==> config.mk <==
export PLATFORM = sky130hd
export DESIGN_NAME = mem_port_arbiter
export DESIGN_NICKNAME = d
export VERILOG_FILES = /design/src/rtl/mem_port_arbiter.sv
export SDC_FILE = /design/constraint.sdc
export NUM_CORES = 1
export LEC_CHECK = 0
export BUFFER_PORTS_ARGS = -buffer_cell sky130_fd_sc_hd__buf_4
export CORE_MARGIN = 10
export CORE_UTILIZATION = 35
export CTS_CLUSTER_DIAMETER = 200
export DETAILED_ROUTE_END_ITERATION = 16
export SETUP_SLACK_MARGIN = 0.4
export SYNTH_ARGS = -nofsm -noshare
export SYNTH_HDL_FRONTEND = slang
export SYNTH_SLANG_ARGS = --single-unit
==> constraint.sdc <==
create_clock -name clk -period 4.8 [get_ports clk]
set_clock_uncertainty 0.1 [all_clocks]
set_input_delay 0 -clock clk [delete_from_list [all_inputs] [get_ports clk]]
set_output_delay 0 -clock clk [all_outputs]
set_load 0.05 [all_outputs]
==> src/rtl/mem_port_arbiter.sv <==
`default_nettype none
// ============================================================================
// Module   : mem_port_arbiter
// Purpose  : Shares one variable-latency memory port between instruction
//            fetch and data access. Round-robin on ties, byte-enable stores,
//            sign-extended byte loads, misalignment and timeout errors.
// Revision : 1.0  initial release
// ============================================================================
module mem_port_arbiter #(
    parameter int MAX_WAIT = 255
) (
    input  logic        clk,
    input  logic        reset,
    // fetch port
    input  logic        i_req,
    input  logic [31:0] i_addr,
    output logic [31:0] i_rdata,
    output logic        i_done,
    output logic        i_err,
    // data port
    input  logic        d_req,
    input  logic        d_we,
    input  logic        d_byte,
    input  logic [31:0] d_addr,
    input  logic [31:0] d_wdata,
    output logic [31:0] d_rdata,
    output logic        d_done,
    output logic        d_err,
    // memory side
    output logic        m_req,
    output logic        m_we,
    output logic [3:0]  m_be,
    output logic [29:0] m_addr,
    output logic [31:0] m_wdata,
    input  logic [31:0] m_rdata,
    input  logic        m_ack
);

    typedef enum logic [1:0] {
        S_IDLE = 2'd0,
        S_WAIT = 2'd1,
        S_RESP = 2'd2
    } state_t;

    localparam logic       C_PORT_FETCH = 1'b0;
    localparam logic       C_PORT_DATA  = 1'b1;
    localparam logic [7:0] C_LAST_WAIT  = 8'(MAX_WAIT - 1);

    state_t      state_q,      state_d;
    logic        last_grant_q, last_grant_d;
    logic        grant_q,      grant_d;
    logic [7:0]  cnt_q,        cnt_d;
    logic        m_req_q,      m_req_d;
    logic        m_we_q,       m_we_d;
    logic [3:0]  m_be_q,       m_be_d;
    logic [29:0] m_addr_q,     m_addr_d;
    logic [31:0] m_wdata_q,    m_wdata_d;
    logic [31:0] rdata_q,      rdata_d;
    logic        err_q,        err_d;
    logic        txn_byte_q,   txn_byte_d;
    logic [1:0]  txn_off_q,    txn_off_d;

    // request decoding for the port that would be granted this cycle
    logic        w_sel;
    logic        w_misaligned;
    logic        w_we;
    logic        w_byte;
    logic [1:0]  w_off;
    logic [3:0]  w_be;
    logic [29:0] w_addr;
    logic [31:0] w_wdata;
    logic [7:0]  w_rbyte;
    logic [31:0] w_load_data;

    // Pick the winner (tie goes to the port not granted last) and form its memory command
    always_comb begin
        w_sel        = C_PORT_FETCH;
        w_misaligned = 1'b0;
        w_we         = 1'b0;
        w_byte       = 1'b0;
        w_off        = 2'b00;
        w_be         = 4'hF;
        w_addr       = i_addr[31:2];
        w_wdata      = 32'd0;
        if (i_req && d_req) begin
            w_sel = ~last_grant_q;
        end else if (d_req) begin
            w_sel = C_PORT_DATA;
        end
        if (w_sel == C_PORT_FETCH) begin
            w_misaligned = (i_addr[1:0] != 2'b00);
        end else begin
            w_misaligned = !d_byte && (d_addr[1:0] != 2'b00);
            w_we         = d_we;
            w_byte       = d_byte;
            w_off        = d_addr[1:0];
            w_addr       = d_addr[31:2];
            if (d_byte && d_we) begin
                w_be    = 4'b0001 << d_addr[1:0];
                w_wdata = {4{d_wdata[7:0]}};
            end else begin
                w_wdata = d_wdata;
            end
        end
    end

    // Extract the addressed byte of the returning word and form the load result
    always_comb begin
        w_rbyte = m_rdata[7:0];
        case (txn_off_q)
            2'd1:    w_rbyte = m_rdata[15:8];
            2'd2:    w_rbyte = m_rdata[23:16];
            2'd3:    w_rbyte = m_rdata[31:24];
            default: w_rbyte = m_rdata[7:0];
        endcase
        if (m_we_q) begin
            w_load_data = 32'd0;
        end else if (txn_byte_q) begin
            w_load_data = {{24{w_rbyte[7]}}, w_rbyte};
        end else begin
            w_load_data = m_rdata;
        end
    end

    // Next-state logic: grant, wait for ack or timeout, then one response cycle
    always_comb begin
        state_d      = state_q;
        last_grant_d = last_grant_q;
        grant_d      = grant_q;
        cnt_d        = cnt_q;
        m_req_d      = m_req_q;
        m_we_d       = m_we_q;
        m_be_d       = m_be_q;
        m_addr_d     = m_addr_q;
        m_wdata_d    = m_wdata_q;
        rdata_d      = rdata_q;
        err_d        = err_q;
        txn_byte_d   = txn_byte_q;
        txn_off_d    = txn_off_q;
        case (state_q)
            S_IDLE: begin
                if (i_req || d_req) begin
                    grant_d      = w_sel;
                    last_grant_d = w_sel;
                    if (w_misaligned) begin
                        // no memory cycle: report the error straight away
                        err_d   = 1'b1;
                        rdata_d = 32'd0;
                        state_d = S_RESP;
                    end else begin
                        m_req_d    = 1'b1;
                        m_we_d     = w_we;
                        m_be_d     = w_be;
                        m_addr_d   = w_addr;
                        m_wdata_d  = w_wdata;
                        txn_byte_d = w_byte;
                        txn_off_d  = w_off;
                        cnt_d      = 8'd0;
                        state_d    = S_WAIT;
                    end
                end
            end
            S_WAIT: begin
                if (m_ack) begin
                    // ack takes priority over a simultaneous timeout
                    m_req_d = 1'b0;
                    err_d   = 1'b0;
                    rdata_d = w_load_data;
                    state_d = S_RESP;
                end else if (cnt_q == C_LAST_WAIT) begin
                    m_req_d = 1'b0;
                    err_d   = 1'b1;
                    rdata_d = 32'd0;
                    state_d = S_RESP;
                end else begin
                    cnt_d = cnt_q + 8'd1;
                end
            end
            S_RESP: begin
                err_d   = 1'b0;
                rdata_d = 32'd0;
                state_d = S_IDLE;
            end
            default: begin
                state_d = S_IDLE;
            end
        endcase
    end

    // State and datapath registers; reset aborts any transaction in flight
    always_ff @(posedge clk or posedge reset) begin
        if (reset) begin
            state_q      <= S_IDLE;
            last_grant_q <= C_PORT_DATA;
            grant_q      <= C_PORT_FETCH;
            cnt_q        <= 8'd0;
            m_req_q      <= 1'b0;
            m_we_q       <= 1'b0;
            m_be_q       <= 4'h0;
            m_addr_q     <= 30'd0;
            m_wdata_q    <= 32'd0;
            rdata_q      <= 32'd0;
            err_q        <= 1'b0;
            txn_byte_q   <= 1'b0;
            txn_off_q    <= 2'b00;
        end else begin
            state_q      <= state_d;
            last_grant_q <= last_grant_d;
            grant_q      <= grant_d;
            cnt_q        <= cnt_d;
            m_req_q      <= m_req_d;
            m_we_q       <= m_we_d;
            m_be_q       <= m_be_d;
            m_addr_q     <= m_addr_d;
            m_wdata_q    <= m_wdata_d;
            rdata_q      <= rdata_d;
            err_q        <= err_d;
            txn_byte_q   <= txn_byte_d;
            txn_off_q    <= txn_off_d;
        end
    end

    // Completion outputs are live only in the response cycle, on the granted port
    always_comb begin
        i_done  = (state_q == S_RESP) && (grant_q == C_PORT_FETCH);
        d_done  = (state_q == S_RESP) && (grant_q == C_PORT_DATA);
        i_err   = i_done && err_q;
        d_err   = d_done && err_q;
        i_rdata = i_done ? rdata_q : 32'd0;
        d_rdata = d_done ? rdata_q : 32'd0;
    end

    assign m_req   = m_req_q;
    assign m_we    = m_we_q;
    assign m_be    = m_be_q;
    assign m_addr  = m_addr_q;
    assign m_wdata = m_wdata_q;

endmodule
`default_nettype wire

==> metrics.txt <==
run status finished clean; Final ANT Viol Nets 0; final hold violation count 0; unrepaired setup endpoints after global routing false; crit share post-route 61.7%; Area growth syn-to-layout 68.3%; min Tclk post-route 2.96 ns; Final WS setup 1.84 ns; Synth Instances 668; total nets after synthesis 805; endpoints failing setup 0; Clock transition at path regs 0.05 ns; die width 152 um; ranking of synthesized cells by area dfrtp_1 (47%), o21ai_0 (8.2%), mux2_2 (7.6%); layout cell share with drive strength beyond 1 34.3%; Total Power 6.09 mW; leakage dissipation 4.88 nW; TritonCTS Buffers 17; H-tree Lvls 4; gpl congestion 0.833; detailed placer's ending HPWL 16.4 mm; Comb power frac 50.7%; Synth top area share 47.3%; clk sinks 116; DRC viols 0; Top-Level Pins 271; DP Cell Count 1119; Crit Path Class reg2reg; Detailed Routing Iterations Pass 1 4; reg2reg path depth 7; Startpoint Class flop; vias in the first global route 6637; PortBufs 270; largest net degree at the start of global routing 75; Ys Warns 0; Post-Syn Area per Cell 9.12 um2; wire length per cell 18.7 um; leading cell type in the layout, fill and taps excluded buf_4; # resized after CTS 0; initial antenna violation count 1; Final #Nets 1183; Final TNS setup 0 ns; fin area 10200 um2; hold_sp d_req; Total GRT Usage 19.8%; CTS tree done; synthesized flop and latch total 116; flop2flop setup slack 1.84 ns; final non-filler cell total 1285; Yosys cell types 49; Sw Pwr 2.85 mW; fraction of registers with async set/reset 100%; Worst Path Required 5.05 ns; global-route wire length before repair 37.5 mm; via count 6504; pre-CTS worst setup slack 2.00 ns; hold endpoint state_q[1]; Die Y 152 um; critical path arrival 3.22 ns; clk buf depth 2; worst vdd ir 0.000362 V; routed wire length 24.0 mm; Clk pwr share 22.3%; sequential share of power 27.0%; PwrDens 595 nW/um2; reg2reg start last_grant_q; Primary FF master, synth dfrtp_1; # Max-Cap Violations 0; max frequency 337 MHz; DIE AREA 23100 um2; DP Area 8280 um2; Internal 3.24 mW; Rows 48; Root Buffer clkbuf_16; Cell Area, Synth 6090 um2; worst hold-check path type in2reg; grt ovf 0; sw frac 46.8%; detailed-route vias per instance 5.06; final max-slew violation count 0; clk_lat worst skew 0.41 ns; register area share after synthesis 47.7%; 1st-iter DRT viols 337; RR Endpoint err_q; slew margin rel. 35.5%; number of synthesized flops with an enable pin 0; worst-path fanout max 71; WHS Path Cells 5; core area 17200 um2; Worst Tran Pin Value 0.967 ns; most frequent cells in the layout buf_4 (279), dlygate4sd3_1 (133), dfrtp_1 (115); kind of end point of the critical path flop; top cell type by total area after synthesis dfrtp_1; effective utilization at floorplan 35.5%
==> cell usage after synthesis, types with 2 or more instances <==
library cell and number:
o21ai_1 3, and2_1 42, o31ai_1 12, xor2_1 3
a21oi_1 37, nand3_1 3, and3_1 8, o211ai_1 4
nand2_1 106, nor3_1 2, ha_1 2, nor2_1 8
a21o_1 7, buf_4 4, buf_1 4, o41ai_1 25
dfrtp_1 115, o21a_1 3, clkbuf_1 41, o21ai_0 100
o22ai_1 8, nand4_1 2, buf_2 3, nor4_1 25
or4_1 2, inv_1 34, mux2i_1 3, mux2_2 41
==> sequential cells by signal (all words and copies together) (netlist names) <==
| register | flops |
|---|---|
| txn_byte_q | 1 |
| last_grant_q | 1 |
| m_we | 1 |
| cnt_q | 8 |
| m_wdata | 32 |
| state_q | 2 |
| m_addr | 30 |
| grant_q | 1 |
| m_req | 1 |
| txn_off_q | 2 |
| m_be | 4 |
| err_q | 1 |
| rdata_q | 32 |
==> area by class of cell <==
type | count | area (um2)
fillers | 1488 | 6930
repair buffers | 412 | 3430
flip-flops and latches | 116 | 2900
multi-input cells | 464 | 2870
clock buffers | 17 | 425
well taps | 225 | 282
clock inverters | 15 | 209
inverters | 35 | 134
diodes | 1 | 2.50
==> per-stage QoR <==
stage | hold WS (ns) | util (%)
6_report | 0.0281 | 59.7
5_1_grt | 0.0703 | 59.7
4_1_cts | 0.00890 | 59.6
3_5_place_dp | 0.138 | 48.2
3_3_place_gp | 0.135 | 48.2
2_1_floorplan | -0.0300 | -
==> power groups by stage <==
stage          clock network (mW)  registers (mW)  logic [mW]
2_1_floorplan                   0            2.51        1.11
3_3_place_gp                    0            1.65        2.93
3_5_place_dp                    0            1.65        2.96
4_1_cts                      1.38            1.65        3.11
5_1_grt                      1.44            1.70        3.28
6_report                     1.36            1.65        3.09
==> worst max path at each step <==
stage,start,to,slack [ns],depth (start not counted)
after floorplan,reset,cnt_q[0],1.63,1
after global placement,last_grant_q,m_addr[28],2.02,6
after detailed placement,last_grant_q,m_addr[29],2.00,6
after CTS,last_grant_q,err_q,1.81,7
after global routing,last_grant_q,err_q,1.65,7
final,last_grant_q,err_q,1.84,7
==> metal layers <==
layer  global-route usage (%)  part of all wire (%)  vias to the layer above
li1                         -                     -                     3128
met1                     25.0                    44                     3084
met2                     30.9                    47                      260
met3                     6.72                   7.2                       32
met4                     7.02                   2.3                        0
met5                        0                     0                        -
==> critical path: stages, from the launching register on <==
cell and delay (ns):
dfstp_2 0.39, a21boi_4 0.11, buf_4 0.43, mux2i_4 0.35, buf_4 0.56, a21oi_1 0.20, o21ai_0 0.19, dlygate4sd3_1 0.56
==> logic make-up (layout without fill, tap and decap cells) <==
family | Yosys count | in the layout | synth area share (%)
buffers and inverters | 88 | 479 | 5.75
DFF | 116 | 116 | 47.7
AOI/OAI and AO/OA | 206 | 206 | 20.3
xor gates and xnor gates | 3 | 3 | 0.432
muxes | 46 | 46 | 8.67
other | 0 | 1 | 0
adders and majority gates | 2 | 2 | 0.411
and+or+nand+nor | 207 | 207 | 16.8
==> repair_timing <==
item,4_1_cts,5_1_grt
hold buffers,133,0
setup endpoints to repair,0,0
endpoints found under the hold margin,177,0
setup buffers,0,0
(Power assumes the default switching activity.)
